[src/rtl/video_timing_gen.sv]
// Raster timing generator feeding the HDMI encoder: counts a programmable H/V raster, pulls one
// pixel per active clock and drives registered RGB/sync/de. Optional macro: TEST_PATTERN_EN.
module video_timing_gen #(
  parameter int unsigned H_ACTIVE = 800,
  parameter int unsigned H_FP     = 40,
  parameter int unsigned H_SYNC   = 128,
  parameter int unsigned H_BP     = 88,
  parameter int unsigned V_ACTIVE = 600,
  parameter int unsigned V_FP     = 1,
  parameter int unsigned V_SYNC   = 4,
  parameter int unsigned V_BP     = 23,
  parameter bit          HS_POL   = 1'b1,
  parameter bit          VS_POL   = 1'b1
) (
  input  logic        clk,
  input  logic        reset_n,
  input  logic [23:0] pix_data,
  input  logic        pix_valid,
  output logic        pix_ready,
  output logic [7:0]  R,
  output logic [7:0]  G,
  output logic [7:0]  B,
  output logic        hsync,
  output logic        vsync,
  output logic        de,
  output logic        frame_start,
  output logic        underrun
);

  localparam int unsigned H_TOTAL = H_ACTIVE + H_FP + H_SYNC + H_BP;
  localparam int unsigned V_TOTAL = V_ACTIVE + V_FP + V_SYNC + V_BP;
  localparam int unsigned HW      = $clog2(H_TOTAL);
  localparam int unsigned VW      = $clog2(V_TOTAL);

  // Sync windows are expressed as inclusive ranges so every bound fits the counter width.
  localparam logic [HW-1:0] H_LAST   = HW'(H_TOTAL - 1);
  localparam logic [HW-1:0] H_ACT    = HW'(H_ACTIVE);
  localparam logic [HW-1:0] HS_FIRST = HW'(H_ACTIVE + H_FP);
  localparam logic [HW-1:0] HS_LAST  = HW'(H_ACTIVE + H_FP + H_SYNC - 1);
  localparam logic [VW-1:0] V_LAST   = VW'(V_TOTAL - 1);
  localparam logic [VW-1:0] V_ACT    = VW'(V_ACTIVE);
  localparam logic [VW-1:0] VS_FIRST = VW'(V_ACTIVE + V_FP);
  localparam logic [VW-1:0] VS_LAST  = VW'(V_ACTIVE + V_FP + V_SYNC - 1);

  logic [HW-1:0] r_h_cnt;
  logic [VW-1:0] r_v_cnt;
  logic [23:0]   r_rgb;
  logic          r_hsync;
  logic          r_vsync;
  logic          r_de;
  logic          r_frame_start;
  logic          r_underrun;

  logic          w_active;
  logic          w_hs;
  logic          w_vs;
  logic          w_first;
  logic [23:0]   w_fill;

  assign w_active  = (r_h_cnt < H_ACT) && (r_v_cnt < V_ACT);
  assign w_hs      = (r_h_cnt >= HS_FIRST) && (r_h_cnt <= HS_LAST);
  assign w_vs      = (r_v_cnt >= VS_FIRST) && (r_v_cnt <= VS_LAST);
  assign w_first   = (r_h_cnt == '0) && (r_v_cnt == '0);
  assign pix_ready = reset_n && w_active;

`ifdef TEST_PATTERN_EN
  localparam int unsigned BAR_W = H_ACTIVE / 8;

  logic [2:0] w_bar;
  assign w_bar = 3'(r_h_cnt / HW'(BAR_W));

  always_comb begin
    w_fill = 24'h000000;
    case (w_bar)
      3'd0:    w_fill = 24'hFFFFFF;
      3'd1:    w_fill = 24'hFFFF00;
      3'd2:    w_fill = 24'h00FFFF;
      3'd3:    w_fill = 24'h00FF00;
      3'd4:    w_fill = 24'hFF00FF;
      3'd5:    w_fill = 24'hFF0000;
      3'd6:    w_fill = 24'h0000FF;
      default: w_fill = 24'h000000;
    endcase
  end
`else
  assign w_fill = 24'h000000;
`endif

  always_ff @(posedge clk) begin
    if (!reset_n) begin
      r_h_cnt       <= '0;
      r_v_cnt       <= '0;
      r_rgb         <= '0;
      r_hsync       <= !HS_POL;
      r_vsync       <= !VS_POL;
      r_de          <= 1'b0;
      r_frame_start <= 1'b0;
      r_underrun    <= 1'b0;
    end else begin
      if (r_h_cnt == H_LAST) begin
        r_h_cnt <= '0;
        r_v_cnt <= (r_v_cnt == V_LAST) ? '0 : r_v_cnt + VW'(1);
      end else begin
        r_h_cnt <= r_h_cnt + HW'(1);
      end

      // The raster never stalls: a missing pixel is replaced by the fill colour.
      r_de          <= w_active;
      r_rgb         <= !w_active ? 24'h000000 : (pix_valid ? pix_data : w_fill);
      r_hsync       <= w_hs ? HS_POL : !HS_POL;
      r_vsync       <= w_vs ? VS_POL : !VS_POL;
      r_frame_start <= w_first;

      // A gap on the very first pixel must survive the frame_start clear.
      if (w_active && !pix_valid) begin
        r_underrun <= 1'b1;
      end else if (w_first) begin
        r_underrun <= 1'b0;
      end
    end
  end

  assign R           = r_rgb[23:16];
  assign G           = r_rgb[15:8];
  assign B           = r_rgb[7:0];
  assign hsync       = r_hsync;
  assign vsync       = r_vsync;
  assign de          = r_de;
  assign frame_start = r_frame_start;
  assign underrun    = r_underrun;

endmodule

[config.mk]
export PLATFORM = sky130hd
export DESIGN_NAME = video_timing_gen
export DESIGN_NICKNAME = d
export VERILOG_FILES = /design/src/rtl/video_timing_gen.sv
export SDC_FILE = /design/constraint.sdc
export NUM_CORES = 1
export LEC_CHECK = 0
export ABC_AREA = 1
export CORE_MARGIN = 5
export CORE_UTILIZATION = 30
export DETAILED_ROUTE_END_ITERATION = 8
export HOLD_SLACK_MARGIN = 0.1
export RECOVER_POWER = 50
export SYNTH_ARGS = -nofsm -noshare
export SYNTH_HDL_FRONTEND = slang
export SYNTH_SLANG_ARGS = --single-unit
[constraint.sdc]
create_clock -name clk -period 1.3 [get_ports clk]
set_input_delay 0.13 -clock clk [delete_from_list [all_inputs] [get_ports clk]]
set_output_delay 0.13 -clock clk [all_outputs]
set_load 0.01 [all_outputs]
### Word-level counts from Yosys, hierarchy flattened

Cells that the tools add are included.

| storage, ports and cells | value |
|---|---|
| register bits after elaboration | 50 |
| bits of input ports | 27 |
| output and inout port bits | 30 |
| logic and storage cells | 36 |

| cells by class | value |
|---|---|
| add/subtract/negate cells | 2 |
| magnitude comparators | 6 |
| equal/unequal tests | 2 |
| muxes and demuxes | 5 |
| bitwise logic cells | 1 |
| reduce and logical (&&, ||, !) cells | 12 |

Operator list:

| operator | number |
|---|---|
| adder 11 x 1 -> 11 bit, second input constant | 1 |
| equality test 11 bit, second input constant | 1 |
| >= comparator 11 x 10 -> 1 bit, second input constant | 1 |
| less-or-equal comparator 11 x 10 -> 1 bit, second input constant | 1 |
| zero test 11 bit | 1 |
| < comparator 11 x 10 -> 1 bit, second input constant | 1 |
| adder 10 x 1 -> 10 bit, second input constant | 1 |
| equality test 10 bit, second input constant | 1 |
| >= comparator 10 bit, second input constant | 1 |
| less-or-equal comparator 10 bit, second input constant | 1 |
| zero test 10 bit | 1 |
| < comparator 10 bit, second input constant | 1 |
| 2-to-1 mux 10 bit | 1 |
| logical AND 1 bit | 6 |
| 2-to-1 mux 1 bit | 4 |
| AND reduction 3 bit | 1 |
| nonzero test 2 bit | 1 |
| OR reduction 2 bit | 1 |
| zero test 1 bit | 1 |
| inverter 1 bit | 1 |

### Depth between registers and ports, before layout

Gate-level depths: netlist of the first run.

| depth | value |
|---|---|
| word-level depth | 4 |
| gate-level depth with buffers | 8 |
| gate-level depth less buffers | 8 |

### Worst setup path after synthesis of the first run

OpenSTA, ideal clock, no wires.

| timing | value |
|---|---|
| path kind | flip-flop to flip-flop |
| start | register r_h_cnt[0] |
| end | register r_v_cnt[9] |
| library setup time | 115 ps |
| arrival time | 1240 ps |
| data required time | 1185 ps |
| slack | -55 ps |
| cell stages (with the launch flop) | 9 |
| path buffers | 0 |
| clock period less this slack | 1355 ps |
| cells stage by stage | dfxtp_1 -> ha_1 -> nand3_2 -> nor2_4 -> nand2_4 -> nand2_4 -> nand2_1 -> nand2_1 -> nor2_1 |

| on the way | value |
|---|---|
| cells in the longest elaborated chain, start to end | 1 |

RTL lines:

| item | line | RTL |
|---|---|---|
| from (decl) | 45 | `logic [HW-1:0] r_h_cnt;` |
| from (signal assigned) | 104 | `r_h_cnt <= r_h_cnt + HW'(1);` |
| equality test 11 bit | 100 | `if (r_h_cnt == H_LAST) begin` |
| to (signal assigned) | 102 | `r_v_cnt <= (r_v_cnt == V_LAST) ? '0 : r_v_cnt + VW'(1);` |
| to (decl) | 46 | `logic [VW-1:0] r_v_cnt;` |

Every way passes these cells.
A chain may end at the register's enable or synchronous reset.

### Worst setup path in the final report of the first run

| timing | value |
|---|---|
| start | register r_v_cnt[7] |
| end | register r_rgb[19] |

| on the way | value |
|---|---|
| cells in the longest elaborated chain, start to end | 3 |

RTL lines:

| item | line | RTL |
|---|---|---|
| < comparator 10 bit | 60 | `assign w_active = (r_h_cnt < H_ACT) && (r_v_cnt < V_ACT);` |
| logical AND 1 bit | 60 |  |
| AND reduction 3 bit (no source line) | - |  |
| to (signal assigned) | 109 | `r_rgb <= !w_active ? 24'h000000 : (pix_valid ? pix_data : w_fill);` |
| to (decl) | 47 | `logic [23:0] r_rgb;` |

Every way passes these cells.

==> results of run 1 <==
-- power groups by stage --
stage | Combinational, mW | Clock [mW] | Sequential (mW)
2_1_floorplan | 0.100 | 0 | 1.65
3_3_place_gp | 0.317 | 0 | 1.63
3_5_place_dp | 0.320 | 0 | 1.63
4_1_cts | 0.310 | 1.20 | 1.60
5_1_grt | 0.398 | 1.27 | 1.60
6_report | 0.369 | 1.18 | 1.60
-- registers in the layout, summed over array words and instances (netlist names) --
signal,cells
underrun,1
frame_start,1
vsync,1
r_rgb,24
hsync,1
de,1
r_h_cnt,11
r_v_cnt,10
-- per-layer routing --
layer / global-route usage (%) / part of all wire, % / up-vias / wire (um)
li1: - / - / 1152 / -
met1: 16.5 / 46 / 1020 / 2930
met2: 21.7 / 50 / 41 / 3230
met3: 2.58 / 3.1 / 7 / 197
met4: 3.20 / 0.92 / 0 / 59
met5: 0 / 0 / - / 0
-- stage by stage --
| step | area, um2 | worst slack [ns] | hold WS, ns | std cells |
|---|---|---|---|---|
| 2_1_floorplan | 2230 | 0.0257 | 0.242 | 298 |
| 3_3_place_gp | 3210 | -0.387 | 0.528 | 493 |
| 3_5_place_dp | 3210 | -0.395 | 0.525 | 493 |
| 4_1_cts | 3420 | -0.147 | 0.323 | 503 |
| 5_1_grt | 3810 | -0.199 | 0.322 | 514 |
| 6_report | 3810 | -0.150 | 0.326 | 514 |
-- worst max path at each step --
stage | endpoint | startpoint | depth (start not counted) | slack [ns]
2_1_floorplan | r_v_cnt[9]$_SDFFE_PN0N_ | r_h_cnt[4]$_SDFF_PP0_ | 8 | 0.03
3_3_place_gp | pix_ready | reset_n | 5 | -0.39
3_5_place_dp | pix_ready | reset_n | 5 | -0.39
4_1_cts | pix_ready | r_v_cnt[8]$_SDFFE_PN0N_ | 6 | -0.15
5_1_grt | r_rgb[19]$_SDFF_PN0_ | r_v_cnt[8]$_SDFFE_PN0N_ | 9 | -0.20
6_report | r_rgb[19]$_SDFF_PN0_ | r_v_cnt[7]$_SDFFE_PN0N_ | 9 | -0.15
-- layout make-up --
cell class,instances,area share [%]
inverters,54,5.46
well taps,99,3.25
flip-flops and latches,50,26.8
repair buffers,113,28.0
clock buffers,5,1.81
clock inverters,3,1.28
multi-input cells,190,33.4
-- cells by family (layout without fill, tap and decap cells) --
| kind of cell | Yosys count | count (layout) | share of synthesized area (%) |
|---|---|---|---|
| fa+ha+maj | 5 | 5 | 2.84 |
| xor+xnor | 2 | 2 | 0.794 |
| buf+inv | 58 | 175 | 10.9 |
| flops | 50 | 50 | 45.4 |
| simple gates | 162 | 162 | 34.3 |
| compound gates | 21 | 21 | 5.79 |
-- cell usage in the layout (no fill, tap or decap), types with 6 or more instances in the layout --
cell type	n
a21oi_2	8
buf_6	9
nand3_1	14
dfxtp_2	15
dfxtp_1	35
nor2_1	34
nand2_2	9
inv_2	6
inv_1	46
nand2_1	43
clkdlybuf4s50_1	26
nor2_2	18
clkdlybuf4s25_1	9
buf_4	44
nor2_4	9
nand4_1	7
dlygate4sd2_1	20
-- tightest hold or removal path, delay by kind of cell --
family / cells / cell delay (ns)
buffers and inverters: 2 / 0.44
and+or+nand+nor: 1 / 0.03
-- repair_timing --
action / CTS / global route
pin swaps: 13 / 29
resized for setup: 57 / 84
gates cloned: 0 / 4
buffers inserted: 3 / 7
setup endpoints to repair: 67 / 56
endpoints found under the hold margin: 0 / 0
==> flow_metrics.tcl, run 1 <==
set metrics [dict create \
    hold_start "pix_data[21]" \
    vias 2220 \
    async_flop_share_pct 0 \
    crit_chain "inv_2, nand2_4, buf_6, a21oi_4, buf_4, buf_6, nand4_4, clkbuf_16, nor2_1" \
    wire_per_inst_um 12.5 \
    outcome "finished with violations" \
    yosys_warnings 0 \
    drive_gt1_share_pct 39.5 \
    clockPowerShare_pct 37.5 \
    gp_congestion 0.855 \
    critical_path.top_delay_family "buffers and inverters" \
    drtPass1Iterations 4 \
    cts-hold-fix-buffers 0 \
    rsz0062_at_grt "true" \
    areaGrowthSynthToFinish_pct 72.5 \
    power_mw 3.14 \
    finalHoldViolCount 0 \
    grt_usage_pct 12.8 \
    cts.htree.levels 2 \
    rows 31 \
    cts_max_path_buffers 2 \
    netlist_area_um2 2210 \
    leakage_nw 1.68 \
    synth-edff-count 0 \
    via_per_inst 4.32 \
    rr_startpoint "r_v_cnt[7]$_SDFFE_PN0N_" \
    critPathRequiredTime_ns 1.55 \
    final_nets 446 \
    fin_ws_ns -0.150 \
    path_common_cell "buf_6" \
    die_w_um 95.8 \
    core_area_um2 7210 \
    power_density_nw_per_um2 825 \
    setup_viol 40 \
    ys_types 29 \
    worst-slew-pin-transition_ns 0.259 \
    yosysTopAreaCell "dfxtp_1" \
    antenna_found_initial 0 \
    design.die.area_um2 9170 \
    multi_input_area_um2 1270 \
    hp-class "primary input to flop" \
    critPathLaunchType "flop" \
    seq_area_um2 1020 \
    sequentialPowerShare_pct 50.8 \
    max_cap_viol_count 0 \
    clock_sinks 50 \
    violations "negative setup slack" \
    initial_core_util_pct 30.6 \
    synthTopCellsByArea "dfxtp_1 45%, nor2_1 9.4%, inv_1 9.0%" \
    switching_share_pct 24.5 \
    max_slew_margin_pct 82.7 \
    nFillCells 697 \
    synthFlopType "dfxtp_1" \
    drv_slew 0 \
    numCtsBuffers 5 \
    comb_power_share_pct 11.7 \
    synth_top_area_share_pct 45.4 \
    gr-total-overflow 0 \
    max_stage_delay_ns 0.34 \
    num_io_pins 57 \
    worstRegToRegCells 9 \
    synthCells 298 \
    die_h_um 95.8 \
    cp_slowest_cell "dfxtp_2" \
    cts_tree "yes" \
    grt_pass1_wl_um 9290 \
    drtIter0Drc 84 \
    synth.most_common_cell "nor2_1" \
    drc 0 \
    reg2reg_slack_ns -0.15 \
    yosys-top-cells-count "55 x nor2_1, 53 x inv_1, 53 x nand2_1" \
    antenna_cells 0 \
    grt_pass1_vias 2070 \
    crit_type "flop to flop" \
    fin_setup_tns_ns -2.99 \
    wl_um 6410 \
    synth_seq_cells 50 \
    p_int_mw 2.37 \
    period_share_pct 112 \
    clk_latency_ns 0.31 \
    grt_max_degree 25 \
    peakVddDrop_mv 0.534 \
    crit_fanout 6 \
    syn_area_per_cell_um2 7.40 \
    fmax_mhz 690 \
    syn_nets 330 \
    antenna_left 0 \
    port_buffers 56 \
    min_period_ns 1.45 \
    crit_path_end_kind "flop" \
    min_to "r_rgb[21]$_SDFF_PN0_" \
    path_buf_inv 5 \
    fin_util_pct 52.8 \
    dpl.hpwl_um 4310 \
    p_switching_uw 769 \
    ys_seq_area_share_pct 45.4 \
    root_buffer "clkbuf_8" \
    path_clk_slew_ns 0.10 \
    worstHoldPathCells 3 \
    r2r_end "r_rgb[19]$_SDFF_PN0_" \
    finClkSkew_ns 0.0111 \
    critPathArrivalTime_ns 1.70 \
]
(Power assumes the default switching activity.)
==> inputs of run 2 (changes only) <==
--- a/config.mk
+++ b/config.mk
@@ -8,7 +8,9 @@
 export ABC_AREA = 1
 export CORE_MARGIN = 5
 export CORE_UTILIZATION = 30
+export CTS_CLUSTER_SIZE = 16
 export DETAILED_ROUTE_END_ITERATION = 8
+export GPL_ROUTABILITY_DRIVEN = 0
 export HOLD_SLACK_MARGIN = 0.1
 export RECOVER_POWER = 50
 export SYNTH_ARGS = -nofsm -noshare
==> flow_metrics.tcl, run 2 (synthesized netlist as in run 1, its figures left out) <==
set metrics [dict create \
    via_per_inst 4.48 \
    fmax_mhz 690 \
    hp-class "primary input to flop" \
    largest_reg_flops 24 \
    final_cell_mix "44 x inv_1, 44 x nand2_1, 40 x buf_4" \
    worst-slew-pin-transition_ns 0.273 \
    max_slew_margin_pct 81.7 \
    crit_type "flop to primary output" \
    drv_slew 0 \
    grt_util_met2_pct 21.7 \
    leakage_nw 1.69 \
    crit_path_end_kind "primary output" \
    clk_latency_ns 0.31 \
    antenna_cells 0 \
    gr-total-overflow 0 \
    fin_ws_ns -0.149 \
    num_io_pins 57 \
    cts_max_path_buffers 2 \
    grtUsageMet3_pct 3.05 \
    initial_core_util_pct 30.6 \
    cts_tree "yes" \
    vias 2282 \
    grt_usage_pct 13.2 \
    drtPass1Iterations 4 \
    critPathArrivalTime_ns 1.32 \
    dpl_worst_slack_ns -0.389 \
    fin_util_pct 53.4 \
    die_w_um 95.8 \
    critPathLaunchType "flop" \
    cts-hold-fix-buffers 0 \
    wl_um 6480 \
    design.die.area_um2 9170 \
    drc 0 \
    path_clk_slew_ns 0.10 \
    top_regs "r_rgb x24, r_h_cnt x11, r_v_cnt x10" \
    clock_sinks 50 \
    violations "negative setup slack" \
    grtUsageMet1_pct 17.2 \
    areaGrowthSynthToFinish_pct 74.7 \
    drtIter0Drc 84 \
    regMostFlops "r_rgb" \
    power_density_nw_per_um2 777 \
    period_share_pct 111 \
    grt_max_degree 19 \
    numCtsBuffers 5 \
    wire_per_inst_um 12.7 \
    max_cap_viol_count 0 \
    cts.htree.levels 2 \
    finalHoldViolCount 0 \
    hold-worst-slack_ns 0.330 \
    rsz0062_at_grt "true" \
    port_buffers 56 \
    grt-busiest-layer "met2" \
    min_period_ns 1.45 \
    outcome "finished with violations" \
    power_mw 2.99 \
    finClkSkew_ns 0.00557 \
    grt_pass1_vias 2116 \
    peakVddDrop_mv 0.535 \
    critPathRequiredTime_ns 1.17 \
    crit_fanout 3 \
    final_nets 441 \
    antenna_left 0 \
    antenna_found_initial 0 \
    setup_viol 25 \
    grt_pass1_wl_um 9560 \
    root_buffer "clkbuf_8" \
    fin_setup_tns_ns -0.987 \
    rows 31 \
    core_area_um2 7210 \
    dpl.hpwl_um 4210 \
    drive_gt1_share_pct 40.0 \
    die_h_um 95.8 \
]
run 2: cell count changes in the layout (fill, tap and decap cells not counted), moves of 4 or more:
cell	before	now
nand2_2	9	5
nor2_2	18	6
dlygate4sd2_1	20	25
clkdlybuf4s25_1	9	4
nor2_1	34	27
a21oi_1	4	9
a21oi_2	8	3
nor2_4	9	28
buf_4	44	40
run 2: report_power, final:
part	switching (mW)	internal, mW
clock network	0.601	0.400
logic	0.184	0.215
registers	0.0181	1.57
run 2: worst paths after layout:
| check | from | cells after the start | slack (ns) | end |
|---|---|---|---|---|
| hold / removal | pix_data[17] | 3 | 0.33 | r_rgb[17]$_SDFF_PN0_ |
| setup reg to reg | r_v_cnt[8]$_SDFFE_PN0N_ | 8 | -0.05 | r_rgb[6]$_SDFF_PN0_ |
| setup / recovery | r_v_cnt[8]$_SDFFE_PN0N_ | 6 | -0.15 | pix_ready |
| hold reg to reg | underrun$_SDFFE_PN0P_ | 4 | 0.53 | underrun$_SDFFE_PN0P_ |
run 2: what timing repair did:
| item | in CTS | in global routing |
|---|---|---|
| gates resized for setup | 69 | 106 |
| setup endpoints to repair | 71 | 51 |
| setup buffers | 5 | 3 |
| cloned | 2 | 1 |
| pin swaps | 8 | 22 |
run 2: layer usage:
layer  wire (um)  share of wire (%)
met5           0                  0
met4          74                1.1
met1        2790                 43
met2        3300                 51
met3         307                4.7
run 2: cell type report:
type,instances,area (um2)
inverter,54,213
timing repair buffer,108,1010
fill,689,3360
clock inverter,3,28.8
clock buffer,5,68.8
sequential,50,1020
tap,99,124
multi-input combinational,190,1380
run 2: worst max-delay path: stages, from the launching register on:
cell     delay [ns]
dfxtp_2        0.34
inv_2          0.07
nand2_4        0.06
buf_6          0.12
a21oi_4        0.13
and3_4         0.20
buf_6          0.10
run 2: through the flow:
| stage | instances | cell area, um2 |
|---|---|---|
| floorplan | 298 | 2230 |
| global placement | 494 | 3220 |
| detailed placement | 494 | 3220 |
| CTS | 508 | 3490 |
| global route | 509 | 3850 |
| finish | 509 | 3850 |
==> inputs of run 3 (changes only) <==
--- a/config.mk
+++ b/config.mk
@@ -13,6 +13,7 @@
 export GPL_ROUTABILITY_DRIVEN = 0
 export HOLD_SLACK_MARGIN = 0.1
 export RECOVER_POWER = 50
+export SETUP_SLACK_MARGIN = 0.3
 export SYNTH_ARGS = -nofsm -noshare
 export SYNTH_HDL_FRONTEND = slang
 export SYNTH_SLANG_ARGS = --single-unit
==> flow_metrics.tcl, run 3 (synthesized netlist as in run 1, its figures left out) <==
set metrics [dict create \
    drive_gt1_share_pct 47.1 \
    grt_usage_pct 14.1 \
    leakage_nw 1.73 \
    die_h_um 95.8 \
    antenna_cells 0 \
    top_regs "r_rgb x24, r_h_cnt x11, r_v_cnt x10" \
    antenna_found_initial 0 \
    dpl.hpwl_um 4220 \
    critPathArrivalTime_ns 1.27 \
    grt_pass1_wl_um 10100 \
    rsz0062_at_grt "true" \
    max_stage_delay_ns 0.34 \
    max_slew_margin_pct 82.8 \
    finClkSkew_ns 0.0104 \
    worstRegToRegCells 9 \
    finalHoldViolCount 0 \
    wire_per_inst_um 12.6 \
    crit_chain "inv_2, nand2_4, nor3_4, nand2_2, and3_4, buf_6" \
    clk_latency_ns 0.31 \
    num_io_pins 57 \
    final_nets 458 \
    initial_core_util_pct 30.6 \
    rr_startpoint "r_v_cnt[8]$_SDFFE_PN0N_" \
    via_per_inst 4.43 \
    design.die.area_um2 9170 \
    violations "negative setup slack" \
    cp_slowest_cell "dfxtp_2" \
    peakVddDrop_mv 0.715 \
    max_cap_viol_count 0 \
    final_cell_mix "42 x inv_1, 41 x nand2_1, 41 x buf_4" \
    reg2reg_slack_ns -0.09 \
    wl_um 6610 \
    areaGrowthSynthToFinish_pct 79.5 \
    setup_viol 38 \
    crit_fanout 3 \
    drc 0 \
    power_density_nw_per_um2 783 \
    critPathRequiredTime_ns 1.17 \
    die_w_um 95.8 \
    cts_max_path_buffers 2 \
    worstHoldPathCells 3 \
    power_mw 3.10 \
    dpl_worst_slack_ns -0.431 \
    drv_slew 0 \
    vias 2330 \
    hp-class "primary input to flop" \
    r2r_end "r_rgb[15]$_SDFF_PN0_" \
    final_common_cell "inv_1" \
    crit_type "flop to primary output" \
    hold-worst-slack_ns 0.335 \
    grt_max_degree 25 \
    clock_sinks 50 \
    outcome "finished with violations" \
    core_area_um2 7210 \
    fin_ws_ns -0.0978 \
    cts.htree.levels 2 \
    cts_tree "yes" \
    numCtsBuffers 5 \
    hold_start "pix_data[9]" \
    fmax_mhz 715 \
    root_buffer "clkbuf_8" \
    worst-slew-pin-transition_ns 0.258 \
    grt_pass1_vias 2298 \
    period_share_pct 108 \
    port_buffers 56 \
    antenna_left 0 \
    cts-hold-fix-buffers 0 \
    regMostFlops "r_rgb" \
    path_clk_slew_ns 0.10 \
    drtPass1Iterations 4 \
    gr-total-overflow 0 \
    largest_reg_flops 24 \
    min_period_ns 1.40 \
    drtIter0Drc 87 \
    critPathLaunchType "flop" \
    rows 31 \
    crit_path_end_kind "primary output" \
    min_to "r_rgb[9]$_SDFF_PN0_" \
]
run 3: cell count changes in the layout (fill, tap and decap cells not counted), moves of 4 or more:
cell,change
dlygate4sd2_1,-24
nor2_4,-20
clkbuf_1,+17
buf_6,+14
nor2_1,+13
buf_2,+11
a21oi_1,-7
a21oi_2,+7
nor2_2,+7
clkdlybuf4s25_1,-4
nand2_2,+4
nor3_4,+4
run 3: power by group:
part / switching (mW) / internal [mW]
logic: 0.167 / 0.223
registers: 0.0222 / 1.57
clock network: 0.544 / 0.575
total: 0.733 / 2.37
run 3: metal layers:
| metal | GRT usage, % | vias to the layer above | share of wire (%) |
|---|---|---|---|
| met5 | 0 | - | 0 |
| met4 | 6.04 | 0 | 2.6 |
| met3 | 6.49 | 15 | 9.8 |
| met2 | 22.9 | 84 | 48 |
| met1 | 15.8 | 1052 | 40 |
| li1 | - | 1179 | - |
run 3: area by class of cell:
cell class | instances | area [um2]
clock inverters | 2 | 37.5
clock buffers | 6 | 72.6
flip-flops and latches | 50 | 1030
repair buffers | 125 | 1090
multi-input cells | 190 | 1390
inverters | 54 | 218
fillers | 632 | 3260
well taps | 99 | 124
run 3: critical path: cells and delay by family (launching register included):
family | cells | cell delay (ns)
simple gates | 4 | 0.43
flops | 1 | 0.34
buf+inv | 2 | 0.19
run 3: timing repair:
item                                    in CTS  in global routing
setup buffers                               14                 12
endpoints found under the setup margin      80                 79
gates resized for setup                    152                 88
gates cloned                                 1                  3
pin swaps                                   27                 35
run 3: worst max path at each step:
| stage | endpoint | slack, ns | startpoint | cells after the start |
|---|---|---|---|---|
| after detailed placement | pix_ready | -0.43 | reset_n | 5 |
| after floorplan | r_h_cnt[10]$_SDFF_PP0_ | 0.09 | r_h_cnt[0]$_SDFF_PP0_ | 7 |
| after global routing | r_rgb[23]$_SDFF_PN0_ | -0.18 | r_h_cnt[7]$_SDFF_PP0_ | 8 |
| final | pix_ready | -0.1 | r_v_cnt[8]$_SDFFE_PN0N_ | 6 |
| after global placement | pix_ready | -0.43 | reset_n | 5 |
| after CTS | pix_ready | -0.11 | r_v_cnt[8]$_SDFFE_PN0N_ | 6 |
run 3: stage by stage:
stage | TNS, ns | cells | cell area (um2) | util [%]
after floorplan | 0 | 298 | 2300 | -
after global placement | -3.61 | 488 | 3260 | 45.2
after detailed placement | -3.78 | 488 | 3260 | 45.2
after CTS | -1.15 | 511 | 3760 | 52.1
after global routing | -5.48 | 526 | 3960 | 54.9
final | -2.18 | 526 | 3960 | 54.9
